<file path="config.mk">
export PLATFORM = sky130hd
export DESIGN_NAME = pc_fetch_unit
export DESIGN_NICKNAME = d
export VERILOG_FILES = /design/src/rtl/fetch_pkg.sv /design/src/rtl/param_adder.sv /design/src/rtl/pc_fetch_unit.sv
export SDC_FILE = /design/constraint.sdc
export NUM_CORES = 1
export LEC_CHECK = 0
export CAP_MARGIN = 5
export CORE_MARGIN = 2
export CORE_UTILIZATION = 45
export DETAILED_ROUTE_END_ITERATION = 16
export PLACE_DENSITY = 0.77
export SLEW_MARGIN = 20
export SYNTH_ARGS = -nofsm -noshare
export SYNTH_HDL_FRONTEND = slang
export SYNTH_HIERARCHICAL = 1
export SYNTH_SLANG_ARGS = --single-unit
</file>
<file path="constraint.sdc">
create_clock -name clk -period 3.6 [get_ports clk]
set_clock_uncertainty 0.1 [all_clocks]
set_input_delay 1.08 -clock clk [delete_from_list [all_inputs] [get_ports clk]]
set_output_delay 1.08 -clock clk [all_outputs]
set_load 0.005 [all_outputs]
</file>
<file path="src/rtl/fetch_pkg.sv">
// Shared types and defaults for the instruction-fetch front end.
package fetch_pkg;

  typedef enum logic [2:0] {
    IDLE  = 3'd0,
    REQ   = 3'd1,
    WAIT  = 3'd2,
    HOLD  = 3'd3,
    DRAIN = 3'd4
  } fetch_state_t;

  localparam logic [31:0] DEFAULT_RESET_VECTOR = 32'h0000_0000;
  localparam int unsigned DEFAULT_INSTR_BYTES  = 4;

endpackage

</file>
<file path="src/rtl/param_adder.sv">
// Parameterised ripple adder with carry-in and carry-out.
module param_adder #(
  parameter int unsigned WIDTH = 32
) (
  input  logic [WIDTH-1:0] a,
  input  logic [WIDTH-1:0] b,
  input  logic             cin,
  output logic [WIDTH-1:0] sum,
  output logic             cout
);

  // One extra bit holds the carry-out.
  assign {cout, sum} = {1'b0, a} + {1'b0, b} + {{WIDTH{1'b0}}, cin};

endmodule

</file>
<file path="src/rtl/pc_fetch_unit.sv">
// Instruction-fetch front end: PC register, single-outstanding imem
// request handshake, IF/ID output register and EX redirect handling.
module pc_fetch_unit
  import fetch_pkg::*;
#(
  parameter int unsigned      WIDTH        = 32,
  parameter logic [WIDTH-1:0] RESET_VECTOR = WIDTH'(DEFAULT_RESET_VECTOR),
  parameter int unsigned      INSTR_BYTES  = DEFAULT_INSTR_BYTES
) (
  input  logic             clk,
  input  logic             rst,
  input  logic             redirect_valid,
  input  logic [WIDTH-1:0] redirect_pc,
  output logic             imem_req,
  output logic [WIDTH-1:0] imem_addr,
  input  logic             imem_gnt,
  input  logic             imem_rvalid,
  input  logic [WIDTH-1:0] imem_rdata,
  output logic             if_valid,
  input  logic             if_ready,
  output logic [WIDTH-1:0] if_pc,
  output logic [WIDTH-1:0] if_instr,
  output logic [WIDTH-1:0] pc_plus
);

  fetch_state_t     state_q, state_d;
  logic [WIDTH-1:0] pc_q, pc_d;
  logic             if_valid_q, if_valid_d;
  logic [WIDTH-1:0] if_pc_q, if_pc_d;
  logic [WIDTH-1:0] if_instr_q, if_instr_d;
  logic [WIDTH-1:0] redirect_target;
  logic             adder_cout;
  logic             unused_bits;

  // Carry-out is dropped so the PC wraps modulo 2^WIDTH.
  param_adder #(.WIDTH(WIDTH)) u_pc_adder (
    .a    (pc_q),
    .b    (WIDTH'(INSTR_BYTES)),
    .cin  (1'b0),
    .sum  (pc_plus),
    .cout (adder_cout)
  );

  assign redirect_target = {redirect_pc[WIDTH-1:2], 2'b00};
  assign unused_bits     = ^{adder_cout, redirect_pc[1:0]};

  // Next-state logic; a redirect overrides every non-reset event.
  always_comb begin
    state_d    = state_q;
    pc_d       = pc_q;
    if_valid_d = if_valid_q;
    if_pc_d    = if_pc_q;
    if_instr_d = if_instr_q;
    if (redirect_valid) begin
      pc_d       = redirect_target;
      if_valid_d = 1'b0;
      // A request already granted must have its response drained first.
      case (state_q)
        REQ:         state_d = imem_gnt ? DRAIN : REQ;
        WAIT, DRAIN: state_d = imem_rvalid ? REQ : DRAIN;
        default:     state_d = REQ;
      endcase
    end else begin
      case (state_q)
        IDLE: state_d = REQ;
        REQ: begin
          if (imem_gnt) state_d = WAIT;
        end
        WAIT: begin
          if (imem_rvalid) begin
            if_instr_d = imem_rdata;
            if_pc_d    = pc_q;
            pc_d       = pc_plus;
            if_valid_d = 1'b1;
            state_d    = HOLD;
          end
        end
        HOLD: begin
          if (if_ready) begin
            if_valid_d = 1'b0;
            state_d    = REQ;
          end
        end
        DRAIN: begin
          if (imem_rvalid) state_d = REQ;
        end
        default: state_d = IDLE;
      endcase
    end
  end

  // State and output registers with synchronous reset.
  always_ff @(posedge clk) begin
    if (rst) begin
      state_q    <= IDLE;
      pc_q       <= RESET_VECTOR;
      if_valid_q <= 1'b0;
      if_pc_q    <= '0;
      if_instr_q <= '0;
    end else begin
      state_q    <= state_d;
      pc_q       <= pc_d;
      if_valid_q <= if_valid_d;
      if_pc_q    <= if_pc_d;
      if_instr_q <= if_instr_d;
    end
  end

  assign imem_req  = (state_q == REQ);
  assign imem_addr = pc_q;
  assign if_valid  = if_valid_q;
  assign if_pc     = if_pc_q;
  assign if_instr  = if_instr_q;

endmodule

</file>
### After elaboration in Yosys (flattened, before gate mapping)

Cells that the tools add are included.
Widths: inputs -> output; s select.

* output and inout port bits: 130
* bits in registers: 100
* bits of input ports: 70
* word-level logic and storage cells: 44

* reduce and logical (&&, ||, !) cells: 11
* $add $sub $neg: 1
* muxes and demuxes: 15
* bitwise operators: 1
* eq/ne operators: 10

Operators by type and width (count)
* $mux 32: 3
* $add 32x3->32 const B: 1
* $mux 3: 7
* $pmux 3 s5: 1
* $ne 3x3->1 const B: 3
* $eq 3x2->1 const B: 2
* $pmux 3 s2: 1
* $reduce_and 3->1: 2
* $reduce_bool 2->1: 3
* $ne 2x2->1 const B: 2
* $reduce_and 2->1: 2
* $reduce_and 4->1: 1
* $reduce_or 2->1: 2
* $eq 3x1->1 const B: 1
* $eq 3x3->1 const B: 1
* $logic_not 3->1: 1
* $ne 3x2->1 const B: 1
* $mux 1: 2
* $pmux 1 s2: 1
* $not 1->1: 1

### Depth between registers and ports, before layout

* depth after elaboration: 4
* mapped depth: 12
* depth with buffers taken out: 12

### By module

Netlist, hierarchy kept.

By module, submodules not included
* pc_fetch_unit: seq. area each 2001.9 sq um, area an instance 3992.6 sq um, times used 1, cells an instance 460
* param_adder: seq. area each 0.0 sq um, area an instance 1750.4 sq um, times used 1, cells an instance 244

### Least setup slack after synthesis

OpenSTA, ideal clock, no wires.

* kind: register -> output
* start: reg pc_q[12], in the netlist imem_addr[12]
* end: out pc_plus[29]
* cell stages (with the launch flop): 10
* setup slack: 81 ps
* arrival time: 2339 ps
* required time: 2420 ps
* path buffers: 1
* path through: dfxtp_1 ha_1 buf_4 and4_1 nor4b_4 inv_2 o311a_1 or4_1 a31oi_1 xor2_1

* longest elaborated chain between the ends: 1

Ends and longest elaborated chain
* start, declared: RTL line pc_fetch_unit.sv:27 `logic [WIDTH-1:0] pc_q, pc_d;`
* start signal, assigned: RTL line pc_fetch_unit.sv:102 `pc_q <= pc_d;`
* $add 32x3->32: RTL line param_adder.sv:13 `assign {cout, sum} = {1'b0, a} + {1'b0, b} + {{WIDTH{1'b0}}, cin};`
* end, declared: RTL line pc_fetch_unit.sv:23 `output logic [WIDTH-1:0] pc_plus`

No other way between the ends.

### Worst setup path after layout

* start: reg pc_q[3], in the netlist imem_addr[3]
* end: out pc_plus[30]

The elaborated chain is that of the path after synthesis.

==> impl_results.md <==
* Setup CP Type: flop to output port
* Critical path origin: imem_addr[3]
* Worst-path clk slew at 70 ps
* Fraction of layout cells with a size suffix above 1 at 24.1%
* Final hold vios at 0
* Synthesized area at 5710 µm²
* Commonest non-fill, non-tap cell in the layout: nand2_1
* Relative slew margins at 50.6%
* Final core utilization at 76.2%
* Post-layout total power at 3340 µW
* GP Congestion at 0.989
* Core Rows at 41
* Critical Path AT at 2850 ps
* GRT Total Usage at 25.8%
* DR DRC count at 0
* Initial antenna violation count at 1
* Drt pass-1 iters at 4
* Area growth from synthesis to layout at 66.9%
* Crit-path cells: ha_4 > buf_6 > and3_4 > a221oi_4 > buf_6 > o21a_1 > a21oi_2 > buf_4 > a21oi_2 > buf_4 > o221ai_2 > xor2_1 > buf_2
* Routed len/inst at 16.3 µm
* Die area at about 14000 µm²
* FF-to-FF Start: imem_addr[15]
* Die height at 117 µm
* # IOs at 200
* CP max FO at 3
* Worst-margin pin slew at 742 ps
* Number of nets with antenna violations after routing at 0
* Final nets at 1115
* Initial Util at between 40% and 50%
* Worst vdd ir at between 0.0002 and 0.0003 V
* CP peak stage delay at 340 ps
* H-tree depth at 3
* CORE AREA at between 10000 and 15000 µm²
* RSZ-0062 raised after global routing: true
* Leakage Power at 0.00401 µW
* TritonCTS clock tree: yes
* Critical-path top delay cell: dfxtp_2
* Max cap viols at 0
* Fill cells at 914
* Synth Area per Inst at 8.17 µm²
* Post-Route WL at approximately 19000 µm
* Clk buf depth at 2
* Vias in the first global route at 5871
* Port buffer count at 197
* Status: finished, violations left
* Worst Path Required at 2420 ps
* Max Fclk at approximately 250 MHz
* Post-cts hold buffer count at 0
* Number of synthesis warnings at 6
* Clock net sink count at 100
* Number of vias per cell at 5.28
* Failing checks: negative setup slack
* PwrDens at 350 nW/µm²
* DP Wirelength at 12600 µm
* Root buffer cell: clkbuf_16
* CTS Buf Count at 9
* Pins Over Slew Limit at 0
* Period Utilization, post-route at 112%
* Largest net degree at the start of global routing at 71
* Worst min path class: flop to flop
* Most frequent cells in the layout: nand2_1 (175), clkdlybuf4s50_1 (169), buf_4 (104)
* Min-delay src: if_pc[28]
* Final WS setup at -431 ps
* Die width at 117 µm
* First-pass GRT wire length at 27900 µm
* Routed via count at 6288
* Critical Path Start Type: flop
* Fin crit period at 4030 ps
* Syn Inst Count at 699
* Later-pin clock latency in the skew report at 360 ps
* First DRT Iteration DRCs at 382
* Worst Setup End Kind: output port
* GRT Residual Overflow at 0
* Final setup fails at 18
[critical path, delay by kind of cell (launching register included)]
| family | cells | cell delay (ps) |
|---|---|---|
| simple gates | 1 | 150 |
| flops | 1 | 340 |
| xor+xnor | 1 | 250 |
| compound gates | 5 | 780 |
| fa+ha+maj | 1 | 220 |
| buf+inv | 5 | 740 |
[sequential cells by signal, summed over array words and instances (netlist names)]
register,flops
if_instr,32
if_pc,32
imem_addr,32
state_q,3
if_valid,1
[power by group]
part	internal, µW	switching (µW)	total (µW)
clock	510	489	999
combinational	637	533	1170
sequential	1140	32.0	1170
total	2280	1050	3340
[timing repair]
| action | CTS | global route |
|---|---|---|
| resized for setup | 151 | 57 |
| pin swaps | 44 | 46 |
| setup endpoints to repair | 26 | 25 |
| buffers inserted | 26 | 26 |
[layout make-up]
type / instances / area (µm²) / area share [%]
Inverter: 11 / 41.3 / 0.433
Tap cell: 172 / 215 / 2.26
Multi-Input combinational cell: 571 / 4110 / 43.1
Antenna cell: 1 / 2.50 / 0.0263
Clock inverter: 6 / 68.8 / 0.722
Sequential cell: 100 / 2010 / 21.1
Clock buffer: 10 / 239 / 2.51
Timing Repair Buffer: 319 / 2840 / 29.8
[metal layers]
| layer | track usage (%) | part of all wire, % | vias up |
|---|---|---|---|
| li1 | - | - | 3043 |
| met1 | 32.7 | 42 | 2966 |
| met2 | 43.6 | 49 | 245 |
| met3 | 4.67 | 6.2 | 34 |
| met4 | 10.4 | 2.1 | 0 |
| met5 | 0 | 0 | - |
[path summary, 6_finish.rpt]
kind                    to  slack [ps]  depth (start not counted)
max            pc_plus[30]        -430                         13
min              if_pc[28]         350                          2
max reg2reg  imem_addr[25]         460                         18
min reg2reg      if_pc[28]         350                          2
[metrics by stage]
step	worst slack, ps	std cells	hold WS, ps	cell area (µm²)	TNS (ps)
4_1_cts	-526	1169	357	9100	-3870
3_3_place_gp	-525	1127	341	8330	-5430
3_5_place_dp	-542	1127	346	8330	-5840
5_1_grt	-517	1189	377	9530	-5610
2_1_floorplan	81.1	731	353	5830	0
6_report	-431	1190	354	9530	-4130
Power figures use the tool's default switching activity.
